==> src/rtl/instr_assembly_queue.sv <==
// -----------------------------------------------------------------------------
// instr_assembly_queue
//
// Builds complete instructions from a word-serial stream: one opcode word
// followed by NUM_OPERANDS operand words. Finished instructions go into a
// DEPTH-entry circular queue. The queue head is presented to the decoder.
// After reset, no words are accepted for START_DELAY settle cycles.
//
// Handshakes (valid/ready): a transfer happens on a rising edge where both
// valid and ready are high. Neither side may make valid depend on ready in
// the same cycle.
//   - Producer side: IR_load is valid and word_ready is ready. The producer
//     holds word_in stable until the word is accepted. word_ready is
//     computed only from registered state and rst.
//   - Consumer side: instr_valid is valid and instr_ready is ready.
//     instReg/instr_valid are derived only from registered state.
//
// Ports:
//   clk          in   rising-edge clock
//   rst          in   synchronous active-high reset (wins over flush)
//   IR_load      in   word_in is valid this cycle
//   word_in      in   WORD_W stream word (opcode first, then operands)
//   word_ready   out  a word is accepted this cycle if IR_load is high
//   flush        in   drop the queue and any partial instruction
//   instReg      out  head instruction {opcode, op1..opN}; 0 when empty
//   instr_valid  out  instReg holds a valid instruction
//   instr_ready  in   consumer takes the head this cycle
//   count        out  number of complete instructions queued
//   partial      out  an instruction is partly assembled
//   state_o      out  settle FSM state (0 = SETTLE, 1 = RUN)
// -----------------------------------------------------------------------------
module instr_assembly_queue #(
  parameter  int WORD_W       = 8,
  parameter  int NUM_OPERANDS = 2,
  parameter  int DEPTH        = 2,
  parameter  int START_DELAY  = 2,
  localparam int INSTR_W      = WORD_W * (NUM_OPERANDS + 1),
  localparam int CNT_W        = $clog2(DEPTH + 1)
) (
  input  logic               clk,
  input  logic               rst,
  input  logic               IR_load,
  input  logic [WORD_W-1:0]  word_in,
  output logic               word_ready,
  input  logic               flush,
  output logic [INSTR_W-1:0] instReg,
  output logic               instr_valid,
  input  logic               instr_ready,
  output logic [CNT_W-1:0]   count,
  output logic               partial,
  output logic [0:0]         state_o
);

  localparam int IDX_W = (NUM_OPERANDS > 0) ? $clog2(NUM_OPERANDS + 1) : 1;
  localparam int PTR_W = (DEPTH > 1) ? $clog2(DEPTH) : 1;
  localparam int DLY_W = (START_DELAY > 0) ? $clog2(START_DELAY + 1) : 1;

  localparam logic [IDX_W-1:0] LAST_IDX = IDX_W'(NUM_OPERANDS);
  localparam logic [CNT_W-1:0] FULL_CNT = CNT_W'(DEPTH);

  typedef enum logic [0:0] {
    ST_SETTLE = 1'b0,
    ST_RUN    = 1'b1
  } state_e;

  state_e             state_q, state_d;
  logic [DLY_W-1:0]   dly_q, dly_d;
  logic [IDX_W-1:0]   idx_q, idx_d;
  logic [INSTR_W-1:0] asm_q, asm_d;
  logic [PTR_W-1:0]   rd_ptr_q, rd_ptr_d;
  logic [PTR_W-1:0]   wr_ptr_q, wr_ptr_d;
  logic [CNT_W-1:0]   count_q, count_d;
  logic [INSTR_W-1:0] mem_q [DEPTH];

  logic               accept;
  logic               last_field;
  logic               push;
  logic               pop;
  logic [INSTR_W-1:0] push_data;

  function automatic logic [PTR_W-1:0] ptr_inc(input logic [PTR_W-1:0] p);
    return (int'(p) == DEPTH - 1) ? '0 : p + PTR_W'(1);
  endfunction

  // ---------------------------------------------------------------------------
  // Settle FSM
  // ---------------------------------------------------------------------------
  always_ff @(posedge clk) begin
    if (rst) begin
      // With no settle delay, the block is already in RUN on the first cycle
      // after reset.
      state_q <= (START_DELAY == 0) ? ST_RUN : ST_SETTLE;
      dly_q   <= '0;
    end else begin
      state_q <= state_d;
      dly_q   <= dly_d;
    end
  end

  always_comb begin
    state_d = state_q;
    dly_d   = dly_q;
    if (state_q == ST_SETTLE) begin
      if (int'(dly_q) < START_DELAY) dly_d = dly_q + DLY_W'(1);
      // Enter RUN on the same edge that the counter reaches START_DELAY.
      if (int'(dly_q) + 1 >= START_DELAY) state_d = ST_RUN;
    end
  end

  assign state_o = state_q;

  // ---------------------------------------------------------------------------
  // Acceptance and assembly
  // ---------------------------------------------------------------------------
  assign last_field = (idx_q == LAST_IDX);

  // When the queue is full, stall only the final word. Earlier fields can
  // still be collected.
  assign word_ready = !rst && (state_q == ST_RUN) &&
                      (!last_field || (count_q < FULL_CNT));

  assign accept = IR_load && word_ready && !flush;
  assign push   = accept && last_field;
  assign pop    = instr_valid && instr_ready && !flush;

  always_comb begin
    asm_d = asm_q;
    idx_d = idx_q;
    // The final field comes straight from word_in, so the instruction is
    // queued on the same edge that its last word is accepted.
    push_data               = asm_q;
    push_data[WORD_W-1:0]   = word_in;
    if (accept) begin
      if (last_field) begin
        idx_d = '0;
      end else begin
        asm_d[INSTR_W-1-int'(idx_q)*WORD_W -: WORD_W] = word_in;
        idx_d = idx_q + IDX_W'(1);
      end
    end
    if (flush) idx_d = '0;
  end

  // ---------------------------------------------------------------------------
  // Circular instruction queue
  // ---------------------------------------------------------------------------
  always_comb begin
    rd_ptr_d = rd_ptr_q;
    wr_ptr_d = wr_ptr_q;
    count_d  = count_q;
    if (flush) begin
      rd_ptr_d = '0;
      wr_ptr_d = '0;
      count_d  = '0;
    end else begin
      if (push) wr_ptr_d = ptr_inc(wr_ptr_q);
      if (pop)  rd_ptr_d = ptr_inc(rd_ptr_q);
      case ({push, pop})
        2'b10:   count_d = count_q + CNT_W'(1);
        2'b01:   count_d = count_q - CNT_W'(1);
        default: count_d = count_q;
      endcase
    end
  end

  always_ff @(posedge clk) begin
    if (rst) begin
      idx_q    <= '0;
      asm_q    <= '0;
      rd_ptr_q <= '0;
      wr_ptr_q <= '0;
      count_q  <= '0;
    end else begin
      idx_q    <= idx_d;
      asm_q    <= asm_d;
      rd_ptr_q <= rd_ptr_d;
      wr_ptr_q <= wr_ptr_d;
      count_q  <= count_d;
    end
  end

  // Storage needs no reset. Entries are only read while count is non-zero.
  always_ff @(posedge clk) begin
    if (push) mem_q[wr_ptr_q] <= push_data;
  end

  // ---------------------------------------------------------------------------
  // Outputs
  // ---------------------------------------------------------------------------
  assign instr_valid = (count_q != '0);
  assign instReg     = instr_valid ? mem_q[rd_ptr_q] : '0;
  assign count       = count_q;
  assign partial     = (idx_q != '0);

endmodule

==> config.mk <==
export PLATFORM = sky130hd
export DESIGN_NAME = instr_assembly_queue
export DESIGN_NICKNAME = d
export VERILOG_FILES = /design/src/rtl/instr_assembly_queue.sv
export SDC_FILE = /design/constraint.sdc
export NUM_CORES = 1
export LEC_CHECK = 0
export CAP_MARGIN = 20
export CELL_PAD_IN_SITES_DETAIL_PLACEMENT = 1
export CELL_PAD_IN_SITES_GLOBAL_PLACEMENT = 1
export CORE_MARGIN = 2
export CORE_UTILIZATION = 47
export DETAILED_ROUTE_END_ITERATION = 10
export HOLD_SLACK_MARGIN = 0.06
export PLACE_DENSITY = 0.84
export SLEW_MARGIN = 0
export SYNTH_ARGS = -nofsm -noshare
export SYNTH_HDL_FRONTEND = slang
export SYNTH_SLANG_ARGS = --single-unit
==> constraint.sdc <==
create_clock -name clk -period 4.7 [get_ports clk]
set_clock_uncertainty 0.05 [all_clocks]
set_input_delay 0.47 -clock clk [delete_from_list [all_inputs] [get_ports clk]]
set_output_delay 0.47 -clock clk [all_outputs]
set_load 0.03 [all_outputs]
# Word level (Yosys, flattened, before mapping)
# Memories as Yosys holds them, arrays and structs flattened. A register that Yosys moved wholly into a read port is not among the register bits.
# Cells that the tools add are included.
totals:
  reg_bits: 33
  latch_bits: 0
  ramBits: 48
  rom_bits: 0
  inputBits: 13
  out_inout_bits: 30
  elab_cells: 56
  n_memories: 1
memory_table:
  columns: ["name", "words", "word_bits", "rd", "rd_clocked_by_memory_dff", "write_ports", "line_no", "source"]
  rows:
  - ["mem_q", 2, 24, 1, 1, 1, "73", "logic [INSTR_W-1:0] mem_q [DEPTH];"]
op_classes:
  addsub: 9
  multipliers: 0
  div: 0
  n_lt_le_gt_ge: 3
  n_eq_ne: 3
  n_shift: 2
  muxes: 12
  n_bitwise: 2
  reduce_logical: 17
op_table:
  columns: ["op", "count"]
  rows:
  - ["6-bit negation with 33-bit output", 1]
  - ["8-bit by 33-bit variable shift with 31-bit output (first input constant)", 1]
  - ["8-bit by 33-bit variable part select with 31-bit output", 1]
  - ["24-bit bitwise mux", 1]
  - ["24-bit two-way mux", 1]
  - ["1-bit two-way mux", 8]
  - ["1-bit logical AND", 7]
  - ["2-bit by 1-bit adder with 2-bit output (second input constant)", 3]
  - ["2-bit nonzero test", 3]
  - ["5-bit by 5-bit subtractor with 6-bit output (first input constant)", 1]
  - ["2-bit == test (second input constant)", 2]
  - ["2-bit less-than comparator (second input constant)", 2]
  - ["2-bit case mux with 2 select lines", 1]
  - ["2-bit AND reduction", 2]
  - ["2-bit by 1-bit adder with 3-bit output (second input constant)", 1]
  - ["3-bit by 2-bit >= comparator with 1-bit output (second input constant)", 1]
  - ["1-bit logical NOT", 3]
  - ["1-bit adder (second input constant)", 2]
  - ["2-bit by 1-bit == test with 1-bit output (second input constant)", 1]
  - ["2-bit two-way mux", 1]
  - ["1-bit NOT", 2]
  - ["2-bit OR reduction", 1]
  - ["2-bit by 1-bit subtractor with 2-bit output (second input constant)", 1]
  - ["1-bit logical OR", 1]

# Logic depth before layout (Yosys ltp)
# Gate-level depths: netlist (run 1).
logic_depth:
  ltp_word: 9
  ltp_mapped: 8
  ltp_nobuf: 7

# Worst setup path before layout (run 1)
# Ideal clock, no wire load.
synth_timing:
  kind: "register -> register"
  startpoint: "reg state_q, in the netlist state_o"
  endpoint: "mem mem_q[0][0] (netlist bit) (enable)"
  setup_ns: 0.405
  t_arrival_ns: 2.130
  required_ns: 4.245
  slack_ns: 2.115
  path_stages_with_launch: 5
  n_path_buf: 1
  synth_period_minus_slack_ns: 2.585
  cell_sequence: "dfxtp_1 > and3b_1 > buf_4 > nand3_1 > nor2_1"
synth_via:
  elab_chain_len: 7
synth_rtl:
  columns: ["element", "line_no", "source"]
  rows:
  - ["start: declaration", "66", "state_e state_q, state_d;"]
  - ["start signal: assignment", "92", "state_q <= (START_DELAY == 0) ? ST_RUN : ST_SETTLE;"]
  - ["start signal: assignment", "95", "state_q <= state_d;"]
  - ["1-bit logical AND (2 in series)", "119", "assign word_ready = !rst && (state_q == ST_RUN) &&"]
  - ["1-bit logical AND (2 in series)", "122", "assign accept = IR_load && word_ready && !flush;"]
  - ["1-bit logical AND", "123", "assign push = accept && last_field;"]
  - ["1-bit two-way mux", "184", "if (push) mem_q[wr_ptr_q] <= push_data;"]
  - ["1-bit two-way mux (implied by the code)", "184", null]
  - ["end: declaration", "73", null]
# No other way between the ends.

# Worst setup path after layout (run 1)
layout_timing:
  startpoint: "reg idx_q[0]"
  endpoint: "out word_ready"
layout_via:
  elab_chain_len: 4
layout_rtl:
  columns: ["element", "line_no", "source"]
  rows:
  - ["start: declaration", "68", "logic [IDX_W-1:0] idx_q, idx_d;"]
  - ["start signal: assignment", "174", "idx_q <= idx_d;"]
  - ["2-bit == test", "115", "assign last_field = (idx_q == LAST_IDX);"]
  - ["1-bit logical NOT", "120", "(!last_field || (count_q < FULL_CNT));"]
  - ["1-bit logical OR", "120", null]
  - ["1-bit logical AND", "119", null]
  - ["end: declaration", "44", "output logic word_ready,"]
# No other way between the ends.

==> impl_metrics.json, run 1 <==
{
  "overflow": 0,
  "hp-class": "register to register",
  "drive_gt1_frac": 0.0822,
  "clk_pin_slew_worst_paths_ns": 0.08,
  "cp-start-kind": "register",
  "yosysTopAreaCellShare": 0.475,
  "area_growth_syn_to_layout_pct": 22.8,
  "place_congestion": 0.744,
  "antenna_left": 0,
  "drt_iter0_drc": 115,
  "intPower_mw": 1.05,
  "critPathKind": "register to output pin",
  "path_cells": "inv_1, ha_1, and2_1, nor3_1, clkdlybuf4s50_1",
  "gr-usage-all-layers": 0.200,
  "leakage_nw": 1.23,
  "vias": 1989,
  "nets": 308,
  "pwr-share-comb": 0.079,
  "critPathTopFamily": "buffers and inverters",
  "rows": 29,
  "finalCritPeriodShare": 0.596,
  "via_per_inst": 5.39,
  "cts_buffers": 9,
  "layout_commonest_cell": "edfxtp_1",
  "seq_area_frac_synth": 0.647,
  "dieArea_um2": 7110,
  "grt_max_degree": 26,
  "clockPowerShare": 0.397,
  "critPathSlowestCell": "clkdlybuf4s50_1",
  "ys_types": 30,
  "die_w_um": 84.3,
  "cts_root_buf": "clkbuf_8",
  "fmax_mhz": 357,
  "rsz0062_at_grt": "no",
  "fin_crit_ns": 2.80,
  "grt_pass1_wl_mm": 10.8,
  "core_area_um2": 6280,
  "slew_headroom": 0.620,
  "fillers": 628,
  "sequentialPowerShare": 0.524,
  "drt-pass1-iter-count": 4,
  "setup_viol": 0,
  "ys_warn_count": 0,
  "grt_pass1_vias": 2129,
  "start_util": 0.483,
  "synth_top_cell_by_area": "edfxtp_1",
  "cts_sinks": 74,
  "status": "complete, no violations",
  "antenna_found_initial": 0,
  "switchingPower_mw": 0.312,
  "drc": 0,
  "boundaryPins": 43,
  "cts_tree": "done",
  "final_area_um2": 3720,
  "wl_mm": 6.55,
  "swShare": 0.228,
  "synth.net_count": 266,
  "end_kind": "output pin",
  "placed_area_um2": 3500,
  "fin_ws_ns": 1.90,
  "avgSynthCellArea_um2": 12.4,
  "path_max_fanout": 7,
  "holdBufCountCts": 0,
  "die-height_um": 84.3,
  "ctsResizeCount": 0,
  "yosys-top-cells-area": "edfxtp_1 48%, dfxtp_1 17%, mux2i_1 8.3%",
  "place.port_buffers": 42,
  "ir_drop_uv": 254,
  "cp.required_ns": 4.18,
  "ctsHtreeMaxLevel": 3,
  "cts.path.max_buffers": 2,
  "worstSkewPairLatency_ns": 0.34,
  "powerDensity_nw_per_um2": 367,
  "rrSetupSlack_ns": 2.25,
  "synth-seq-cells": 74,
  "drt-wirelength-per-cell_um": 17.8,
  "netlist_area_um2": 3030,
  "maxSlewViolCount": 0,
  "finalPower_mw": 1.37,
  "path_buf_inv": 2,
  "maxCapViolations": 0,
  "setup_tns_ns": 0,
  "arrival_ns": 2.28,
  "hpwlAfterDp_mm": 4.14,
  "cts_setup_buffers": 0,
  "final_cell_mix": "48 x edfxtp_1, 42 x clkdlybuf4s50_1, 31 x nor2_1",
  "worstMarginPinSlew_ns": 0.570,
  "max_stage_delay_ns": 0.69,
  "diodes": 0,
  "hold_viol": 0,
  "syn_inst": 245,
  "post-place-ws_ns": 1.64
}
==> state kept, by name (all words and copies together) (netlist names), named ones only <==
signal / flops
asm_q: 16
idx_q: 2
count: 2
dly_q: 2
state_o: 1
rd_ptr_q: 1
mem_q: 48
wr_ptr_q: 1
==> layer usage <==
| layer | up-vias | track usage | share of wire |
|---|---|---|---|
| met5 | - | 0 | 0 |
| met4 | 0 | 0.0808 | 0.017 |
| met3 | 12 | 0.0433 | 0.040 |
| met2 | 50 | 0.355 | 0.50 |
| met1 | 956 | 0.236 | 0.44 |
| li1 | 971 | - | - |
==> power groups by stage <==
stage / clock (mW) / sequential (mW) / combinational (mW)
floorplan: 0 / 0.733 / 0.0634
global placement: 0 / 0.729 / 0.102
detailed placement: 0 / 0.731 / 0.107
CTS: 0.551 / 0.716 / 0.108
global route: 0.578 / 0.719 / 0.120
finish: 0.542 / 0.716 / 0.108
==> path summary, 6_finish.rpt <==
kind | startpoint | to | depth (start not counted)
setup / recovery | idx_q[0] | word_ready | 5
hold / removal | asm_q[13] | mem_q[0][13] | 0
setup reg to reg | state_o | count[1] | 5
hold reg to reg | asm_q[13] | mem_q[0][13] | 0
==> cells by family (layout without fill, tap and decap cells) <==
logic type | Yosys count | count (layout) | share of synthesized area
DFF | 74 | 74 | 0.647
and+or+nand+nor | 68 | 68 | 0.119
AOI/OAI and AO/OA | 43 | 43 | 0.0710
muxes | 25 | 25 | 0.0825
buffers and inverters | 24 | 71 | 0.0388
adders and majority gates | 8 | 8 | 0.0330
xor gates and xnor gates | 3 | 3 | 0.00866
==> through the flow <==
step / std cells / hold slack [ns] / util
final: 369 / 0.404 / 0.593
after global routing: 369 / 0.413 / 0.593
after CTS: 369 / 0.407 / 0.593
after detailed placement: 353 / 0.388 / 0.558
after global placement: 353 / 0.376 / 0.558
after floorplan: 245 / 0.369 / -
==> cells in the mapped netlist <==
cell       n
edfxtp_1  48
nor2_1    33
dfxtp_1   26
mux2i_1   25
a21oi_1   22
nand4_1   18
o21ai_0   17
ha_1       8
inv_1      8
buf_2      5
clkbuf_1   5
o21ai_1    4
and3b_1    2
buf_6      2
clkbuf_2   2
nand2_1    2
nand3_1    2
nor3b_2    2
or3b_1     2
xor2_1     2
and2_1     1
buf_1      1
buf_4      1
nand3b_1   1
nor3_1     1
nor3_2     1
or2_0      1
or2_1      1
or3_1      1
xnor2_1    1
==> layout make-up <==
| type | count | area (um^2) | area share |
|---|---|---|---|
| sequential | 74 | 1960 | 0.527 |
| inverter | 8 | 30.0 | 0.00806 |
| multi-input combinational | 147 | 958 | 0.257 |
| timing repair buffer | 47 | 458 | 0.123 |
| clock inverter | 5 | 77.6 | 0.0208 |
| clock buffer | 11 | 141 | 0.0380 |
| tap | 77 | 96.3 | 0.0259 |
==> worst reg2reg max path, stage by stage, from the launching register on <==
cell and delay [ns]:
dfxtp_1 0.49, and3b_1 0.58, nand3_1 0.32, ha_1 0.42, or3_1 0.36, a21oi_1 0.16
Note: power is estimated with default switching activity, not from simulation.
==> run 2, diff against run 1 <==
- CORE_UTILIZATION: 47 -> 43
- PLACE_DENSITY: 0.84 -> 0.78
- clock period: 4.7 -> 2.83 ns (I/O delays scaled with it)
==> run 2 against run 1 <==
Effect of this change: worst hold slack worse by 0.0047 ns; combinational power is 72% higher; count of clock-buffer cells in the layout is 1 lower; sequential share of layout area hardly changed; first-iteration DRC count is 22% lower; final cell count is 5.4% higher; power is 58% higher; critical path type unchanged; wire length is 0.53% higher; sequential power is 66% higher.
==> impl_metrics.json, run 2 (synthesis results as in run 1) <==
{
  "status": "complete, no violations",
  "finalCritPeriodShare": 0.934,
  "cp-start-kind": "register",
  "grt_max_degree": 25,
  "via_per_inst": 5.25,
  "rrSetupSlack_ns": 0.73,
  "cts_buffers": 9,
  "core_area_um2": 6790,
  "hold_viol": 0,
  "drt-wirelength-per-cell_um": 16.9,
  "layout_commonest_cell": "edfxtp_1",
  "worstMarginPinSlew_ns": 0.624,
  "gr-usage-all-layers": 0.182,
  "hp-class": "register to register",
  "fillers": 711,
  "cts_root_buf": "clkbuf_8",
  "slew_headroom": 0.582,
  "cts_setup_buffers": 0,
  "drive_gt1_frac": 0.0853,
  "max_stage_delay_ns": 0.70,
  "whs_ns": 0.400,
  "die_w_um": 88.0,
  "setup_viol": 0,
  "ir_drop_uv": 582,
  "maxSlewViolCount": 0,
  "diodes": 0,
  "critPathSlowestCell": "clkdlybuf4s50_1",
  "start_util": 0.446,
  "hpwlAfterDp_mm": 4.37,
  "holdBufCountCts": 0,
  "cts_tree": "done",
  "worstSkewPairLatency_ns": 0.35,
  "clk_pin_slew_worst_paths_ns": 0.07,
  "cts.path.max_buffers": 2,
  "rsz0062_at_grt": "no",
  "antenna_found_initial": 0,
  "cp.required_ns": 2.50,
  "grt_pass1_wl_mm": 10.4,
  "ctsHtreeMaxLevel": 3,
  "area_growth_syn_to_layout_pct": 22.7,
  "drt-pass1-iter-count": 5,
  "reg_top3": "mem_q: 48 flops, asm_q: 16 flops",
  "leakage_nw": 1.22,
  "maxCapViolations": 0,
  "setup_tns_ns": 0,
  "vias": 2041,
  "rows": 30,
  "top_register": "mem_q",
  "arrival_ns": 2.31,
  "finalPower_mw": 2.16,
  "antenna_left": 0,
  "end_kind": "output pin",
  "boundaryPins": 43,
  "critPathKind": "register to output pin",
  "place_congestion": 0.732,
  "path_cells": "inv_1, ha_1, and2_1, nor3_1, clkdlybuf4s50_1",
  "fin_crit_ns": 2.64,
  "largest_reg_flops": 48,
  "nets": 309,
  "die-height_um": 88.0,
  "dieArea_um2": 7740,
  "final_cell_mix": "48 x edfxtp_1, 42 x clkdlybuf4s50_1, 30 x nor2_1",
  "wl_mm": 6.59,
  "cts_sinks": 74,
  "grt_pass1_vias": 2072,
  "powerDensity_nw_per_um2": 579,
  "place.port_buffers": 42,
  "drc": 0,
  "fmax_mhz": 378,
  "path_max_fanout": 7,
  "ctsResizeCount": 0,
  "drt_iter0_drc": 90,
  "overflow": 0
}
-- run 2: report_power, final --
group / switching [mW] / internal, mW
Combinational: 0.115 / 0.0711
Clock: 0.379 / 0.401
Sequential: 0.0247 / 1.16
-- run 2: worst paths after layout --
path,start,endpoint,cells past startpoint
max reg2reg,idx_q[0],count[1],6
min,asm_q[22],mem_q[0][22],0
min reg2reg,asm_q[22],mem_q[0][22],0
max,idx_q[0],word_ready,5
-- run 2: stage by stage --
stage	instances	utilization	instance area, um^2	setup WS (ns)
global route	389	0.548	3720	0.0279
CTS	389	0.548	3720	0.160
finish	389	0.548	3720	0.187
floorplan	245	-	3030	0.245
global placement	373	0.521	3540	0.511
detailed placement	373	0.521	3540	0.417
-- run 2: metal layers --
metal	up-vias	wire length, um	track usage
met5	-	0	0
met4	0	153	0.0769
met3	16	286	0.0518
met2	64	3220	0.299
met1	979	2930	0.227
li1	982	-	-
-- run 2: critical path, delay by kind of cell, from the launching register on --
kind / cells / cell delay, ns
DFF: 1 / 0.46
adders and majority gates: 1 / 0.32
buffers and inverters: 2 / 0.83
and+or+nand+nor: 2 / 0.36
-- run 2: cell type report --
cell class / instances / area, um^2 / area share
clock buffer: 10 / 128 / 0.0343
sequential: 74 / 1960 / 0.527
timing repair buffer: 48 / 465 / 0.125
inverter: 8 / 30.0 / 0.00807
tap: 96 / 120 / 0.0323
clock inverter: 6 / 56.3 / 0.0151
multi-input combinational: 147 / 961 / 0.258
==> run 3, diff against run 2 <==
- CELL_PAD_IN_SITES_DETAIL_PLACEMENT: 1 -> default
- CELL_PAD_IN_SITES_GLOBAL_PLACEMENT: 1 -> default
- CORE_UTILIZATION: 43 -> 54
- MAX_ROUTING_LAYER: default -> met4
- PLACE_DENSITY: 0.78 -> 0.79
- clock period: 2.83 -> 3 ns (I/O delays scaled with it)
==> run 3 against run 2 <==
Effect of this change: critical path depth stayed put; register-to-register slack better by 0.13 ns; global-route usage rose by 1.8 points; cell area hardly changed; worst setup slack better by 0.20 ns; die area is 19% lower; count of clock-buffer cells in the layout grew 1; non-clock buffer count rose by 1; worst hold slack worse by 0.0053 ns; largest power group unchanged.
==> impl_metrics.json, run 3 (synthesis results as in run 1) <==
{
  "ctsHtreeMaxLevel": 3,
  "worstSkewPairLatency_ns": 0.34,
  "setup_viol": 0,
  "rows": 27,
  "met3_length_um": 320,
  "cp.required_ns": 2.65,
  "powerDensity_nw_per_um2": 546,
  "dieArea_um2": 6230,
  "antenna_found_initial": 0,
  "die_w_um": 78.9,
  "holdBufCountCts": 0,
  "vias": 2022,
  "drc": 0,
  "post-place-ws_ns": 0.676,
  "postLayoutCoreUtil": 0.680,
  "dr_wl_met2_mm": 2.66,
  "arrival_ns": 2.26,
  "worstMarginPinSlew_ns": 0.604,
  "drt-pass1-iter-count": 4,
  "drt_iter0_drc": 148,
  "finalPower_mw": 2.03,
  "layout_commonest_cell": "edfxtp_1",
  "reg_top3": "mem_q: 48 flops, asm_q: 16 flops",
  "fillers": 414,
  "nets": 310,
  "critPathKind": "register to output pin",
  "fmax_mhz": 383,
  "via_per_inst": 5.52,
  "m1WireLength_mm": 2.43,
  "diodes": 0,
  "end_kind": "output pin",
  "core_area_um2": 5470,
  "area_growth_syn_to_layout_pct": 22.7,
  "finalCritPeriodShare": 0.870,
  "overflow": 0,
  "antenna_left": 0,
  "start_util": 0.554,
  "drt-wirelength-per-cell_um": 15.3,
  "fin_ws_ns": 0.391,
  "slew_headroom": 0.595,
  "top_register": "mem_q",
  "ir_drop_uv": 402,
  "cts_sinks": 74,
  "cts_tree": "done",
  "grt_max_degree": 26,
  "drive_gt1_frac": 0.0884,
  "gr-usage-all-layers": 0.200,
  "final_cell_mix": "48 x edfxtp_1, 42 x clkdlybuf4s50_1, 31 x nor2_1",
  "whs_ns": 0.394,
  "top_layer": "met4",
  "hpwlAfterDp_mm": 3.62,
  "rsz0062_at_grt": "no",
  "place_congestion": 0.764,
  "maxSlewViolCount": 0,
  "wl_mm": 5.58,
  "place.port_buffers": 42,
  "largest_reg_flops": 48,
  "die-height_um": 78.9,
  "hold_viol": 0,
  "hp-class": "register to register",
  "ctsResizeCount": 0,
  "setup_tns_ns": 0,
  "cts_buffers": 9,
  "clk_pin_slew_worst_paths_ns": 0.07,
  "fin_crit_ns": 2.61,
  "boundaryPins": 43,
  "maxCapViolations": 0,
  "path_max_fanout": 7,
  "cp-start-kind": "register",
  "status": "complete, no violations",
  "cts.path.max_buffers": 2,
  "cts_root_buf": "clkbuf_8",
  "grt_pass1_wl_mm": 9.16,
  "grt_pass1_vias": 1946,
  "leakage_nw": 1.22,
  "cts_setup_buffers": 0
}
==> run 3: final timing paths <==
| check | from | to | slack, ns | cells past startpoint |
|---|---|---|---|---|
| setup / recovery | idx_q[0] | word_ready | 0.39 | 5 |
| hold / removal | asm_q[11] | mem_q[0][11] | 0.39 | 0 |
| setup reg to reg | idx_q[0] | mem_q[0][16] | 0.86 | 5 |
| hold reg to reg | asm_q[11] | mem_q[0][11] | 0.39 | 0 |
==> run 3: cell type report <==
cell class	count	area [um^2]	share of cell area
flip-flops and latches	74	1960	0.527
multi-input cells	147	958	0.258
repair buffers	49	485	0.130
clock buffers	11	141	0.0380
well taps	72	90.1	0.0242
clock inverters	5	53.8	0.0145
inverters	8	30.0	0.00807
==> run 3: metrics by stage <==
stage,std cells,instance area (um^2)
2_1_floorplan,245,3030
3_3_place_gp,350,3530
3_5_place_dp,350,3530
4_1_cts,366,3720
5_1_grt,366,3720
6_report,366,3720
==> run 3: worst max-delay path, stage by stage (launching register included) <==
cell and delay [ns]:
dfxtp_1 0.45, inv_1 0.12, ha_1 0.30, and2_1 0.22
nor3_1 0.13, clkdlybuf4s50_1 0.69
==> run 3: report_power, final <==
| part | internal [mW] | switching [mW] |
|---|---|---|
| Clock | 0.402 | 0.341 |
| Combinational | 0.0661 | 0.103 |
| Sequential | 1.10 | 0.0222 |
==> run 3: per-layer routing <==
layer  vias up  global-route usage
li1        975                   -
met1       968               0.248
met2        63               0.310
met3        16              0.0477
met4         0               0.103
met5         -                   -
